## config.mk

```make
export PLATFORM = sky130hd
export DESIGN_NAME = bcd_mod_counter
export DESIGN_NICKNAME = d
export VERILOG_FILES = /design/src/rtl/bcd_mod_counter.sv
export SDC_FILE = /design/constraint.sdc
export NUM_CORES = 1
export LEC_CHECK = 0
export CORE_MARGIN = 1.5
export CORE_UTILIZATION = 33
export CTS_CLUSTER_SIZE = 25
export DETAILED_ROUTE_END_ITERATION = 10
export PLACE_DENSITY_LB_ADDON = 0.1
export SYNTH_ARGS = -nofsm -noshare
export SYNTH_HDL_FRONTEND = slang
export SYNTH_SLANG_ARGS = --single-unit
```

## constraint.sdc

```tcl
create_clock -name clk -period 3.5 [get_ports clk]
set_clock_uncertainty 0.1 [all_clocks]
set_input_delay 0.7 -clock clk [delete_from_list [all_inputs] [get_ports clk]]
set_output_delay 0.7 -clock clk [all_outputs]
set_load 0.03 [all_outputs]
```

## src/rtl/bcd_mod_counter.sv

```systemverilog
// ---------------------------------------------------------------------------
// bcd_mod_counter
//
// Registered BCD up/down modulo counter for the alarm-clock timekeeping path.
// The count runs over [MIN_VAL, MODULUS-1] in packed BCD. It wraps to the
// other end of the range when it steps past either end. Stages cascade by
// feeding one stage's tc into the next stage's en, so all stages step on the
// same edge.
//
// Parameters:
//   DIGITS   number of BCD digits; count is 4*DIGITS bits wide
//   MODULUS  one past the largest count value (MIN_VAL < MODULUS <= 10^DIGITS)
//   MIN_VAL  smallest count value and the up-count wrap target
//
// Ports:
//   clk       in   rising-edge clock
//   rst_n     in   synchronous active-low reset (count -> MIN_VAL)
//   en        in   count-enable tick, one step per high cycle
//   up        in   1 = increment, 0 = decrement
//   load      in   parallel-load request (takes priority over en)
//   load_val  in   BCD value to load, least-significant digit in [3:0]
//   count     out  current BCD value (registered)
//   tc        out  combinational terminal count, intended for the next stage's en
//   wrap      out  one-cycle pulse after a wrap takes effect (registered)
//   load_err  out  one-cycle pulse after a rejected load (registered)
// ---------------------------------------------------------------------------
module bcd_mod_counter #(
    parameter int DIGITS  = 2,
    parameter int MODULUS = 60,
    parameter int MIN_VAL = 0
) (
    input  logic                  clk,
    input  logic                  rst_n,
    input  logic                  en,
    input  logic                  up,
    input  logic                  load,
    input  logic [4*DIGITS-1:0]   load_val,
    output logic [4*DIGITS-1:0]   count,
    output logic                  tc,
    output logic                  wrap,
    output logic                  load_err
);

    localparam int W = 4 * DIGITS;

    // Integer to packed BCD. This is only evaluated at elaboration, to build
    // the terminal constants. No binary value exists in the datapath.
    function automatic logic [W-1:0] to_bcd(input int value);
        int            v;
        logic [W-1:0]  r;
        v = value;
        r = '0;
        for (int i = 0; i < DIGITS; i++) begin
            r[4*i +: 4] = 4'(v % 10);
            v           = v / 10;
        end
        return r;
    endfunction

    // Every nibble must be a decimal digit.
    function automatic logic is_bcd(input logic [W-1:0] v);
        logic ok;
        ok = 1'b1;
        for (int i = 0; i < DIGITS; i++) begin
            if (v[4*i +: 4] > 4'd9) ok = 1'b0;
        end
        return ok;
    endfunction

    // Digit-serial +1: a 9 rolls to 0 and carries into the next digit.
    function automatic logic [W-1:0] bcd_inc(input logic [W-1:0] v);
        logic [W-1:0] r;
        logic         carry;
        r     = v;
        carry = 1'b1;
        for (int i = 0; i < DIGITS; i++) begin
            if (carry) begin
                if (r[4*i +: 4] == 4'd9) begin
                    r[4*i +: 4] = 4'd0;
                end else begin
                    r[4*i +: 4] = r[4*i +: 4] + 4'd1;
                    carry       = 1'b0;
                end
            end
        end
        return r;
    endfunction

    // Digit-serial -1: a 0 rolls to 9 and borrows from the next digit.
    function automatic logic [W-1:0] bcd_dec(input logic [W-1:0] v);
        logic [W-1:0] r;
        logic         borrow;
        r      = v;
        borrow = 1'b1;
        for (int i = 0; i < DIGITS; i++) begin
            if (borrow) begin
                if (r[4*i +: 4] == 4'd0) begin
                    r[4*i +: 4] = 4'd9;
                end else begin
                    r[4*i +: 4] = r[4*i +: 4] - 4'd1;
                    borrow      = 1'b0;
                end
            end
        end
        return r;
    endfunction

    localparam logic [W-1:0] C_MIN = to_bcd(MIN_VAL);
    localparam logic [W-1:0] C_MAX = to_bcd(MODULUS - 1);

    logic [W-1:0] r_count;
    logic         r_wrap;
    logic         r_load_err;

    logic         w_at_max;
    logic         w_at_min;
    logic         w_load_ok;
    logic [W-1:0] w_inc;
    logic [W-1:0] w_dec;

    assign w_at_max = (r_count == C_MAX);
    assign w_at_min = (r_count == C_MIN);
    assign w_inc    = bcd_inc(r_count);
    assign w_dec    = bcd_dec(r_count);

    // When all nibbles are decimal digits, an unsigned compare of the packed
    // BCD word orders the same way as the decimal values. So the range check
    // can use the BCD constants directly.
    assign w_load_ok = is_bcd(load_val) && (load_val >= C_MIN) && (load_val <= C_MAX);

    assign tc = en & ~load & (up ? w_at_max : w_at_min);

    always_ff @(posedge clk) begin
        if (!rst_n) begin
            r_count    <= C_MIN;
            r_wrap     <= 1'b0;
            r_load_err <= 1'b0;
        end else if (load) begin
            r_wrap <= 1'b0;
            if (w_load_ok) begin
                r_count    <= load_val;
                r_load_err <= 1'b0;
            end else begin
                r_load_err <= 1'b1;
            end
        end else if (en) begin
            r_load_err <= 1'b0;
            if (up) begin
                r_count <= w_at_max ? C_MIN : w_inc;
                r_wrap  <= w_at_max;
            end else begin
                r_count <= w_at_min ? C_MAX : w_dec;
                r_wrap  <= w_at_min;
            end
        end else begin
            r_wrap     <= 1'b0;
            r_load_err <= 1'b0;
        end
    end

    assign count    = r_count;
    assign wrap     = r_wrap;
    assign load_err = r_load_err;

endmodule

```

# Yosys cells after proc, flatten, opt, wreduce, memory -nomap -nowiden
# Cells that the tools add are included.
# Widths: inputs -> output; s select.
[word_totals]
register_bits = 10
inputBits = 13
output_inout_bits = 11
word_cells = 51
[classes]
addsub = 4
order_cmp = 4
n_eq_ne = 5
muxes = 18
bitwise_logic = 5
n_reduce_logical = 11
[ops]
columns = ["operator", "n"]
rows = [
  ["$mux 8", 6],
  ["$mux 4", 6],
  ["$add 4x1->4 const B", 2],
  ["$eq 4x4->1 const B", 2],
  ["$eq 8x7->1 const B", 1],
  ["$ge 8x1->1 const B", 1],
  ["$gt 4x4->1 const B", 2],
  ["$le 8x7->1 const B", 1],
  ["$logic_not 4->1", 2],
  ["$logic_not 8->1", 1],
  ["$sub 4x1->4 const B", 2],
  ["$mux 1", 6],
  ["$ne 4x1->1 const B", 1],
  ["$reduce_and 2->1", 2],
  ["$reduce_and 4->1", 1],
  ["$reduce_bool 4->1", 1],
  ["$not 1->1", 3],
  ["$reduce_or 3->1", 1],
  ["$and 1x1->1", 2],
  ["$logic_and 1x1->1", 2],
  ["$ne 2x1->1 const B", 1],
  ["$reduce_bool 2->1", 1],
]

# Depth between registers and ports, before layout
[logic_depth]
word_depth = 7
depth_mapped = 7
depth_no_buf = 5

# Worst setup path before layout
# No wires, ideal clock.
[synth_path]
path_kind = "input-to-output"
start = "input port up"
end = "output port tc"
t_arrival_ns = 2.393
t_required_ns = 2.700
path_slack_ns = 0.307
path_stages = 5
n_path_buf = 1
cell_sequence = "clkbuf_1 nor3_2 nand2_1 o32a_1 nor4_1"
[synth_between]
elab_chain_cells = 2
[synth_lines]
columns = ["item", "line", "text"]
rows = [
  ["from (decl)", "35", "input logic up,"],
  ["$mux 1", "131", "assign tc = en & ~load & (up ? w_at_max : w_at_min);"],
  ["$and 1x1->1", "131", ""],
  ["to (decl)", "39", "output logic tc,"],
]
# Every way passes these cells.

# Worst setup path after layout
# Same ends and word-level chain as after synthesis.

==> summary.md <==
| Metric | Value |
|---|---|
| Status | finished, final reports clean |
| Final Core Density | 46.7% |
| # rows | 17 |
| Max_cap viols | 0 |
| Setup-failing EPs final | 0 |
| Iteration-0 DRC Markers | 30 |
| Yosys cell types | 38 |
| Post-Synthesis Cell Area | 795 um^2 |
| Root Driver | clkbuf_4 |
| Vias in the first global route | 749 |
| Longest Clk Path Bufs | 2 |
| Worst Tran Pin Value | 573 ps |
| Post-route design area | 1040 um^2 |
| CP max stage delay | 500 ps |
| Chip width | 52.1 um |
| Syn_nets | 122 |
| GR Util All Layers | 17.7% |
| Leak | 0.359 nW |
| Post-cts resize count | 0 |
| Hold_sp | count[6]$_SDFFE_PN0P_ |
| Sw Share | 36.0% |
| Sequential Power Share | 43.2% |
| Mean Syn Cell Area | 7.29 um^2 |
| Post-Route WL | 2220 um |
| Sequential cell area | 200 um^2 |
| Share of cells above drive strength 1 | 7.09% |
| Worst skew pair latency | 260 ps |
| Reg2reg start | count[0]$_SDFFE_PN0P_ |
| Vias/cell | 5.87 |
| Register bit total from synthesis | 10 |
| Ys Warns | 0 |
| Worst path cell trace | clkdlybuf4s50_1 > buf_4 > nand3_1 > o32a_1 > nor4_1 > buf_4 |
| First drt pass iteration count | 4 |
| Pins Over Slew Limit | 0 |
| Final min period | 3150 ps |
| Routed len/inst | 14.3 um |
| Setup crit end kind | output port |
| Slowest CP cell | clkdlybuf4s50_1 |
| Die area | 2710 um^2 |
| Post-route ant nets | 0 |
| Worst EP required | 2700 ps |
| FF-to-FF path depth | 5 |
| Dpl cell area | 1020 um^2 |
| Hold path endpoint | count[7]$_SDFFE_PN0P_ |
| Slew HR | 61.7% |
| H-Tree Depth | 1 |
| Seq/Total Area, Yosys | 25.2% |
| Initial antenna violation count | 0 |
| GR Overflow Total | 0 |
| CTS tree | yes |
| Final worst path period share | 90.0% |
| Critical path's top delay family | buffers and inverters |
| Critical path class | in -> out |
| Largest net degree at the start of global routing | 20 |
| Startpoint class of the critical path | input pin |
| Worst-path fanout max | 19 |
| Sw Pwr | 123 uW |
| Postcts setup bufs | 0 |
| CTS Buf Count | 3 |
| Combinational share of power | 34.4% |
| Pwr Density | 327 nW/um^2 |
| Io pins | 24 |
| Footprint of the multi-input gates | 528 um^2 |
| RSZ-0062 raised after global routing | no |
| Final antenna diode count | 0 |
| Type of the worst min-delay path | reg -> reg |
| R2r setup slk | 1540 ps |
| First-pass GRT wire length | 3600 um |
| Initial Util | 35.6% |
| Buffers & Inverters on Critical Path | 3 |
| Post-route DRC | 0 |
| Clock Sinks | 10 |
| Setup_tns | 0 ps |
| Vias | 910 |
| Synthesis-to-layout area growth | 31.3% |
| Hold-fix buffers, CTS | 0 |
| Count of final hold-check violations | 0 |
| Crit path DAT | 2350 ps |
| Min-Delay Path Depth | 2 |
| FF-to-FF End | count[7]$_SDFFE_PN0P_ |
| Routability-driven placement congestion ratio | 0.818 |
| Core Area | 2230 um^2 |
| PortBufs | 23 |
| Peak VDD IR | 0.178 mV |
| Clock Pin Slew Worst Setup and Hold Paths | 60 ps |
| Most used cell along the critical path | buf_4 |
| DP HPWL | 1600 um |
| # nets final | 142 |
| Die H | 52.1 um |
| Internal power | 218 uW |
| Fill cells | 224 |
| Post-Synthesis Cells | 109 |
| Clock share of power | 22.4% |
| Max Clk Rate | 0.317 GHz |
| Hold slack | 549 ps |
==> cells in the final DEF, fill, tap and decap left out, types with 2 or more instances in the layout <==
cell	count
o311ai_0	2
clkdlybuf4s50_1	22
o2111ai_1	2
nor3_1	3
nand2b_1	2
xnor2_1	2
nand2_1	8
nor2_1	7
dfxtp_1	10
o21ai_0	10
a211oi_1	2
a221oi_1	2
a21oi_1	8
clkbuf_4	3
inv_1	4
nor4_1	2
a31oi_1	5
buf_4	3
o22ai_1	2
o211ai_1	2
nand3_1	9
mux2i_1	2
==> cell usage after synthesis <==
cell,number,area (um^2)
a221oi_1,2,17.5
nand2b_1,2,12.5
inv_1,4,15.0
o31ai_1,1,7.51
clkbuf_1,6,22.5
nor3_1,3,15.0
a41oi_1,1,8.76
a31oi_1,5,31.3
nand2_2,1,6.26
o211ai_1,2,15.0
o221a_2,1,11.3
nor4b_1,1,8.76
o22ai_1,2,12.5
buf_2,2,10.0
xor2_1,1,8.76
nand3_1,9,45.0
nor4_1,2,12.5
o2111ai_1,2,17.5
nor2_1,7,26.3
dfxtp_1,10,200
o311ai_0,2,17.5
nor2b_1,1,6.26
and2_1,1,6.26
nand2_1,8,30.0
o32a_1,1,10.0
a2111o_1,1,11.3
xnor2_1,2,17.5
clkbuf_4,1,7.51
o2111a_1,1,11.3
nor3_2,1,10.0
or3_1,1,6.26
buf_6,1,11.3
nand4bb_1,1,11.3
o21ai_0,10,50.1
a21oi_1,8,40.0
and3b_1,1,8.76
mux2i_1,2,20.0
a211oi_1,2,15.0
==> worst max-delay path by stage <==
stage | from | end | cells past startpoint
floorplan | up | tc | 5
global placement | up | tc | 6
detailed placement | up | tc | 6
CTS | up | tc | 6
global route | up | tc | 6
finish | up | tc | 6
==> power groups by stage <==
stage	clock network, mW	registers, mW	logic [mW]
finish	0.0765	0.147	0.117
floorplan	0	0.150	0.0721
CTS	0.0788	0.147	0.117
detailed placement	0	0.149	0.116
global placement	0	0.150	0.116
global route	0.0861	0.151	0.128
==> through the flow <==
step           setup WS [ps]  std cells  total power [mW]
2_1_floorplan            307        109             0.222
3_3_place_gp             426        152             0.266
3_5_place_dp             381        152             0.266
4_1_cts                  374        155             0.343
5_1_grt                  231        155             0.365
6_report                 350        155             0.341
==> worst reg2reg max path: stages, from the launching register on <==
cell,delay (ps)
dfxtp_1,490
or3_1,440
a2111o_1,490
nand2_2,140
o21ai_0,90
a31oi_1,140
==> area by class of cell <==
| class | instances | area share [%] |
|---|---|---|
| multi-input cells | 85 | 50.6 |
| repair buffers | 25 | 23.3 |
| flip-flops and latches | 10 | 19.2 |
| well taps | 28 | 3.36 |
| clock buffers | 3 | 2.16 |
| inverters | 4 | 1.44 |
==> routing by layer <==
metal  wire [um]  track usage, %
met1        1040            25.7
met2        1030            26.4
met3         137            2.87
met4          14            5.26
met5           0               0
==> flip-flops by register name, summed over array words and instances (netlist names) <==
signal,flops
wrap,1
load_err,1
count,8
==> cell families (layout without fill, tap and decap cells) <==
kind of cell           count (synthesis)  in the layout  synth area share (%)
XOR/XNOR                               3              3                  3.31
flip-flops                            10             10                  25.2
AND/OR/NAND/NOR                       39             39                  25.8
multiplexers                           2              2                  2.52
AO/OA/AOI/OAI                         41             41                  34.8
buffers and inverters                 14             32                  8.35
Note: power is estimated with default switching activity, not from simulation.
